--- src/rtl/vreg_pkg.sv ---
// Purpose: shared constants, types and helpers for the vector register write-back path.
// Latency: n/a (declarations only).
// Backpressure: n/a (declarations only).
package vreg_pkg;

    localparam int REGSIZE    = 16;
    localparam int REGSIZEINT = 5;
    localparam int DATAW      = 128;
    localparam int IDXW       = $clog2(REGSIZE);

    typedef logic [REGSIZEINT-1:0] vreg_addr_t;
    typedef logic [DATAW-1:0]      vreg_data_t;

    typedef enum logic {
        WB_ALU = 1'b0,
        WB_LD  = 1'b1
    } wb_src_e;

    // Winning write-back request after arbitration.
    typedef struct packed {
        vreg_addr_t rd;
        vreg_data_t data;
    } wb_req_t;

    // The address field is one bit wider than the register index, so
    // addresses at or above REGSIZE are representable and must be filtered.
    function automatic logic addr_ok(input vreg_addr_t a);
        return a < vreg_addr_t'(REGSIZE);
    endfunction

endpackage

--- src/rtl/vreg_scoreboard.sv ---
// Purpose: busy bit per vector register with one set port, one clear port and three lookups.
// Latency: set/clear take effect at the next edge; lookups are combinational.
// Backpressure: none; out-of-range addresses are ignored on write and read as not busy.
module vreg_scoreboard
    import vreg_pkg::*;
(
    input  logic                  clk,
    input  logic                  rst_n,
    input  logic                  set_en,
    input  logic [REGSIZEINT-1:0] set_addr,
    input  logic                  clr_en,
    input  logic [REGSIZEINT-1:0] clr_addr,
    input  logic [REGSIZEINT-1:0] rd_addr0,
    input  logic [REGSIZEINT-1:0] rd_addr1,
    input  logic [REGSIZEINT-1:0] rd_addr2,
    output logic                  hit0,
    output logic                  hit1,
    output logic                  hit2,
    output logic                  empty
);

    logic [REGSIZE-1:0] busy;
    logic [REGSIZE-1:0] busy_nxt;

    assign hit0  = addr_ok(rd_addr0) & busy[rd_addr0[IDXW-1:0]];
    assign hit1  = addr_ok(rd_addr1) & busy[rd_addr1[IDXW-1:0]];
    assign hit2  = addr_ok(rd_addr2) & busy[rd_addr2[IDXW-1:0]];
    assign empty = (busy == '0);

    // Next busy vector: clear first, then set, so a same-register set wins.
    always_comb begin
        busy_nxt = busy;
        if (clr_en && addr_ok(clr_addr)) begin
            busy_nxt[clr_addr[IDXW-1:0]] = 1'b0;
        end
        if (set_en && addr_ok(set_addr)) begin
            busy_nxt[set_addr[IDXW-1:0]] = 1'b1;
        end
    end

    // Busy vector register.
    always_ff @(posedge clk or negedge rst_n) begin
        if (!rst_n) begin
            busy <= '0;
        end else begin
            busy <= busy_nxt;
        end
    end

endmodule

--- src/rtl/vreg_wb_sched.sv ---
// Purpose: arbitrate ALU/load write-back onto the single RF write port and stall issue on RAW/WAW.
// Latency: 1 cycle from handshake to rf_we3; stall and ready are combinational.
// Backpressure: round-robin ready, so a requester held valid waits at most one cycle.
module vreg_wb_sched
    import vreg_pkg::*;
(
    input  logic                  clk,
    input  logic                  rst_n,
    input  logic                  alu_valid,
    output logic                  alu_ready,
    input  logic [REGSIZEINT-1:0] alu_rd,
    input  logic [DATAW-1:0]      alu_data,
    input  logic                  ld_valid,
    output logic                  ld_ready,
    input  logic [REGSIZEINT-1:0] ld_rd,
    input  logic [DATAW-1:0]      ld_data,
    input  logic                  iss_valid,
    input  logic                  iss_wr,
    input  logic [REGSIZEINT-1:0] iss_rs1,
    input  logic [REGSIZEINT-1:0] iss_rs2,
    input  logic [REGSIZEINT-1:0] iss_rd,
    output logic                  iss_stall,
    output logic                  rf_we3,
    output logic [REGSIZEINT-1:0] rf_ra3,
    output logic [DATAW-1:0]      rf_wd3,
    output logic                  idle
);

    wb_src_e last_src;
    wb_req_t win;
    logic    hs;
    logic    hit_rs1, hit_rs2, hit_rd;
    logic    sb_empty;
    logic    iss_acc;

    // Round-robin grant: ALU wins unless the load unit is also valid and the ALU went last.
    always_comb begin
        alu_ready = alu_valid & (~ld_valid | (last_src == WB_LD));
        ld_ready  = ld_valid & ~alu_ready;
        win.rd    = ld_ready ? ld_rd   : alu_rd;
        win.data  = ld_ready ? ld_data : alu_data;
    end

    assign hs = alu_ready | ld_ready;

    // Remember who was granted last; reset value gives the ALU first priority.
    always_ff @(posedge clk or negedge rst_n) begin
        if (!rst_n) begin
            last_src <= WB_LD;
        end else if (alu_ready) begin
            last_src <= WB_ALU;
        end else if (ld_ready) begin
            last_src <= WB_LD;
        end
    end

    // Write-port register; out-of-range destinations complete the handshake but never write.
    always_ff @(posedge clk or negedge rst_n) begin
        if (!rst_n) begin
            rf_we3 <= 1'b0;
            rf_ra3 <= '0;
            rf_wd3 <= '0;
        end else begin
            rf_we3 <= hs & addr_ok(win.rd);
            if (hs && addr_ok(win.rd)) begin
                rf_ra3 <= win.rd;
                rf_wd3 <= win.data;
            end
        end
    end

    // No bypass: a source stays stalled during its write cycle and frees up the cycle after.
    assign iss_stall = iss_valid & (hit_rs1 | hit_rs2 | (iss_wr & hit_rd));
    assign iss_acc   = iss_valid & iss_wr & ~iss_stall;
    assign idle      = sb_empty & ~rf_we3;

    vreg_scoreboard u_sb (
        .clk      (clk),
        .rst_n    (rst_n),
        .set_en   (iss_acc),
        .set_addr (iss_rd),
        .clr_en   (rf_we3),
        .clr_addr (rf_ra3),
        .rd_addr0 (iss_rs1),
        .rd_addr1 (iss_rs2),
        .rd_addr2 (iss_rd),
        .hit0     (hit_rs1),
        .hit1     (hit_rs2),
        .hit2     (hit_rd),
        .empty    (sb_empty)
    );

endmodule

--- config.mk ---
export PLATFORM = sky130hd
export DESIGN_NAME = vreg_wb_sched
export DESIGN_NICKNAME = d
export VERILOG_FILES = /design/src/rtl/vreg_pkg.sv /design/src/rtl/vreg_scoreboard.sv /design/src/rtl/vreg_wb_sched.sv
export SDC_FILE = /design/constraint.sdc
export NUM_CORES = 1
export LEC_CHECK = 0
export CAP_MARGIN = 20
export CELL_PAD_IN_SITES_DETAIL_PLACEMENT = 1
export CELL_PAD_IN_SITES_GLOBAL_PLACEMENT = 1
export CORE_ASPECT_RATIO = 1.75
export CORE_MARGIN = 1.5
export CORE_UTILIZATION = 26
export CTS_BUF_LIST = sky130_fd_sc_hd__clkbuf_4
export DETAILED_ROUTE_END_ITERATION = 10
export PLACE_DENSITY_LB_ADDON = 0.1
export SYNTH_ARGS = -nofsm -noshare
export SYNTH_HDL_FRONTEND = slang
export SYNTH_SLANG_ARGS = --single-unit
--- constraint.sdc ---
create_clock -name clk -period 1.8 [get_ports clk]
set_input_delay 0.18 -clock clk [delete_from_list [all_inputs] [get_ports clk]]
set_output_delay 0.18 -clock clk [all_outputs]
set_load 0.05 [all_outputs]
==> results.json <==
{
  "sum_of_routed_wire_length_over_all_layers_microns": 30680,
  "io_pins": 425,
  "cp_max_fo": 5,
  "syn_avg_cell_area_sq_um": 10.32,
  "layout.cells.most_common": "sky130_fd_sc_hd__clkdlybuf4s50_1",
  "crit_path_start_kind": "register",
  "fin_total_pwr_uw": 13960,
  "fmaxAchievable_mhz": 399.2,
  "area_enclosed_by_the_die_boundary_sq_um": 29840,
  "ratio_of_total_power_to_cell_area_nw_per_um2": 1057,
  "antenna_violations_before_repair": 3,
  "post-route-util_pct": 46.27,
  "proportion_of_synthesized_chip_area_in_sequential_cells_pct": 50.53,
  "synthDistinctLibCells": 35,
  "grt_pass1_wl_microns": 45900,
  "path_class": "reg -> out",
  "num_vias": 7376,
  "synthesis.instances": 725,
  "number_of_h_tree_levels": 4,
  "die_height_microns": 227.4,
  "drive_gt1_share_pct": 18.19,
  "instances_no_fill": 1584,
  "worst-endpoint-arrival_ns": 2.33,
  "placeableCoreArea_sq_um": 28520,
  "finalSetupViolations": 18,
  "first_pass_iters": 4,
  "violations": "negative setup slack",
  "layout_common_cells": "285 x sky130_fd_sc_hd__clkdlybuf4s50_1, 144 x sky130_fd_sc_hd__dfrtp_1, 141 x sky130_fd_sc_hd__nor2_1",
  "cp_data_required_time_ns": 1.62,
  "fp.dieW_microns": 131.2,
  "endpoint_kind": "output pin",
  "cts-buffers-inserted": 17,
  "fin_setup_tns_ns": -4.547,
  "slew_violations": 0,
  "clk_root_buffer_cell": "sky130_fd_sc_hd__clkbuf_4",
  "syn-num-nets": 1012,
  "final_critical_path_setup_slack_ns": -0.7052,
  "yosys_warnings": 0,
  "maximum_number_of_pins_on_one_net_before_global_route_repair": 43,
  "critical_path.max_stage_delay_ns": 0.47,
  "mappedNetlistArea_sq_um": 7481,
  "cts_max_path_buffers": 2,
  "post_drt_wl_per_cell_microns": 19.37,
  "port_buffers": 424,
  "status": "finished, violations left",
  "total_global_route_track_usage_pct": 20.42,
  "dr.first_iter.drc_count": 195,
  "worst_slew_margin_rel_pct": 63.07,
  "n_fill_cell": 3216,
  "worst_hold_check_path_type": "in -> async",
  "placed_cells": 1543,
  "number_of_placement_rows": 82,
  "initial_utilization_pct": 26.23,
  "post_drt_via_cell_ratio": 4.657,
  "max_slew.worst_pin.slew_ns": 0.5561,
  "skew_pair_late_insertion_delay_ns": 0.61,
  "path_cells": "mux4_2 > mux2_4 > nand4b_4 > nand3_2 > o21a_4 > buf_12",
  "max-vdd-ir-drop_uv": 537.7,
  "fin_skew_ns": 0.01883,
  "cap_violations": 0,
  "remaining_drc_errors": 0,
  "rsz_0062_raised_after_global_routing": "yes",
  "gpl.final_weighted_congestion": 0.8026,
  "cts_sinks": 151,
  "finalNetCount": 1478,
  "crit_path_top_delay_cell": "sky130_fd_sc_hd__mux4_2",
  "leakage_dissipation_uw": 0.005467,
  "drtAntennaViolNets": 0,
  "finalHoldViolCount": 0,
  "clk_transition_reported_paths_ns": 0.12,
  "min_period_ns": 2.505,
  "number_of_global_route_vias_before_repair": 7868,
  "grt_overflow_total": 0,
  "detail_placement_hpwl_microns": 24520,
  "yosys_register_bits": 151,
  "cts_tree": "done",
  "share_of_the_clock_period_used_by_the_worst_path_pct": 139.2,
  "syn2layout_area_growth_pct": 76.40
}
[final cells by class]
class	count	area [sq um]	share of cell area [%]
timing repair buffer	499	4930	37.36
multi-input combinational	518	3715	28.15
tap	378	473.0	3.584
inverter	4	15.01	0.1138
clock inverter	13	128.9	0.9766
clock buffer	19	142.6	1.081
sequential	151	3787	28.70
antenna	2	5.005	0.03793
[what timing repair did]
item,in CTS,in global routing
setup endpoints to repair,101,36
setup buffers,6,1
hold buffers,1,0
pin swaps,8,10
cloned,1,0
hold endpoints to repair,150,0
resized for setup,142,34
[path summary, 6_finish.rpt]
kind / start / endpoint / slack, ns / cells past startpoint
max: u_sb.busy[7] / iss_stall / -0.71 / 6
min: rst_n / u_sb.busy[14] / 0.07 / 2
max reg2reg: u_sb.busy[9] / u_sb.busy[6] / -0.25 / 8
min reg2reg: rf_wd3[59] / rf_wd3[59] / 0.54 / 2
max in group asynchronous: rst_n / last_src / 1.07 / 3
min in group clk: ld_valid / last_src / 0.16 / 3
[metal layers]
layer | vias to the layer above | track usage, % | routed length [microns]
met2 | 259 | 38.64 | 17030
met1 | 3555 | 21.15 | 10840
met3 | 45 | 6.057 | 1942
li1 | 3515 | - | -
met4 | 2 | 7.756 | 853
met5 | - | 0 | 14
[synthesized netlist by cell type]
cell,count,share of area (%)
sky130_fd_sc_hd__nand4_1,11,0.92
sky130_fd_sc_hd__buf_1,5,0.25
sky130_fd_sc_hd__o21ai_1,2,0.13
sky130_fd_sc_hd__buf_4,1,0.10
sky130_fd_sc_hd__mux2i_1,141,19
sky130_fd_sc_hd__o21a_1,1,0.10
sky130_fd_sc_hd__a21oi_1,134,9.0
sky130_fd_sc_hd__nor2_1,141,7.1
sky130_fd_sc_hd__nor3b_1,1,0.10
sky130_fd_sc_hd__o21ai_0,16,1.1
sky130_fd_sc_hd__nand3_4,1,0.23
sky130_fd_sc_hd__dfrtp_1,150,50
sky130_fd_sc_hd__or4b_4,1,0.18
sky130_fd_sc_hd__o31ai_2,10,1.7
sky130_fd_sc_hd__a211o_1,1,0.12
sky130_fd_sc_hd__inv_1,4,0.20
sky130_fd_sc_hd__buf_2,17,1.1
sky130_fd_sc_hd__buf_8,1,0.20
sky130_fd_sc_hd__mux4_2,8,2.4
sky130_fd_sc_hd__a22oi_1,4,0.40
sky130_fd_sc_hd__and2_1,2,0.17
sky130_fd_sc_hd__nor4_1,4,0.33
sky130_fd_sc_hd__nand4b_1,2,0.23
sky130_fd_sc_hd__nand4b_2,1,0.20
sky130_fd_sc_hd__clkbuf_1,28,1.4
sky130_fd_sc_hd__nand2_2,1,0.084
sky130_fd_sc_hd__or2_2,1,0.084
sky130_fd_sc_hd__nand2b_1,6,0.50
sky130_fd_sc_hd__and3b_1,1,0.12
sky130_fd_sc_hd__nand2_1,3,0.15
sky130_fd_sc_hd__nand3_1,12,0.80
sky130_fd_sc_hd__mux2_2,1,0.15
sky130_fd_sc_hd__o31ai_1,6,0.60
sky130_fd_sc_hd__nor2b_1,6,0.50
sky130_fd_sc_hd__dfstp_2,1,0.35
[where the power goes]
group	leakage, uW	internal, uW	switching (uW)
registers	0.00167	4180	607
logic	0.00364	2700	4320
clock network	0.000150	847	1300
[logic make-up after synthesis]
group | after synthesis | synth area share, %
AOI/OAI and AO/OA | 174 | 13.06
buffers and inverters | 56 | 3.295
and+or+nand+nor | 194 | 11.69
DFF | 151 | 50.53
muxes | 150 | 21.42
[flip-flops by register name, indices dropped and copies added, names as in the netlist]
register and flops:
rf_ra3 5, u_sb.busy 16, rf_we3 1, last_src 1, rf_wd3 128
[per-stage QoR]
stage | setup WS, ns | instance area, sq um | hold slack, ns
2_1_floorplan | -0.04542 | 7523 | -0.1156
3_3_place_gp | -0.5409 | 12690 | 0.1492
3_5_place_dp | -0.5276 | 12690 | 0.1501
4_1_cts | -0.8002 | 13100 | 0.003450
5_1_grt | -0.8252 | 13200 | 0.04305
6_report | -0.7052 | 13200 | 0.07355
[worst max-delay path, delay by kind of cell, from the launching register on]
| family | cells | cell delay, ns |
|---|---|---|
| AO/OA/AOI/OAI | 1 | 0.21 |
| buffers and inverters | 1 | 0.14 |
| flip-flops | 1 | 0.46 |
| multiplexers | 2 | 0.75 |
| AND/OR/NAND/NOR | 2 | 0.16 |
Power figures use the tool's default switching activity.
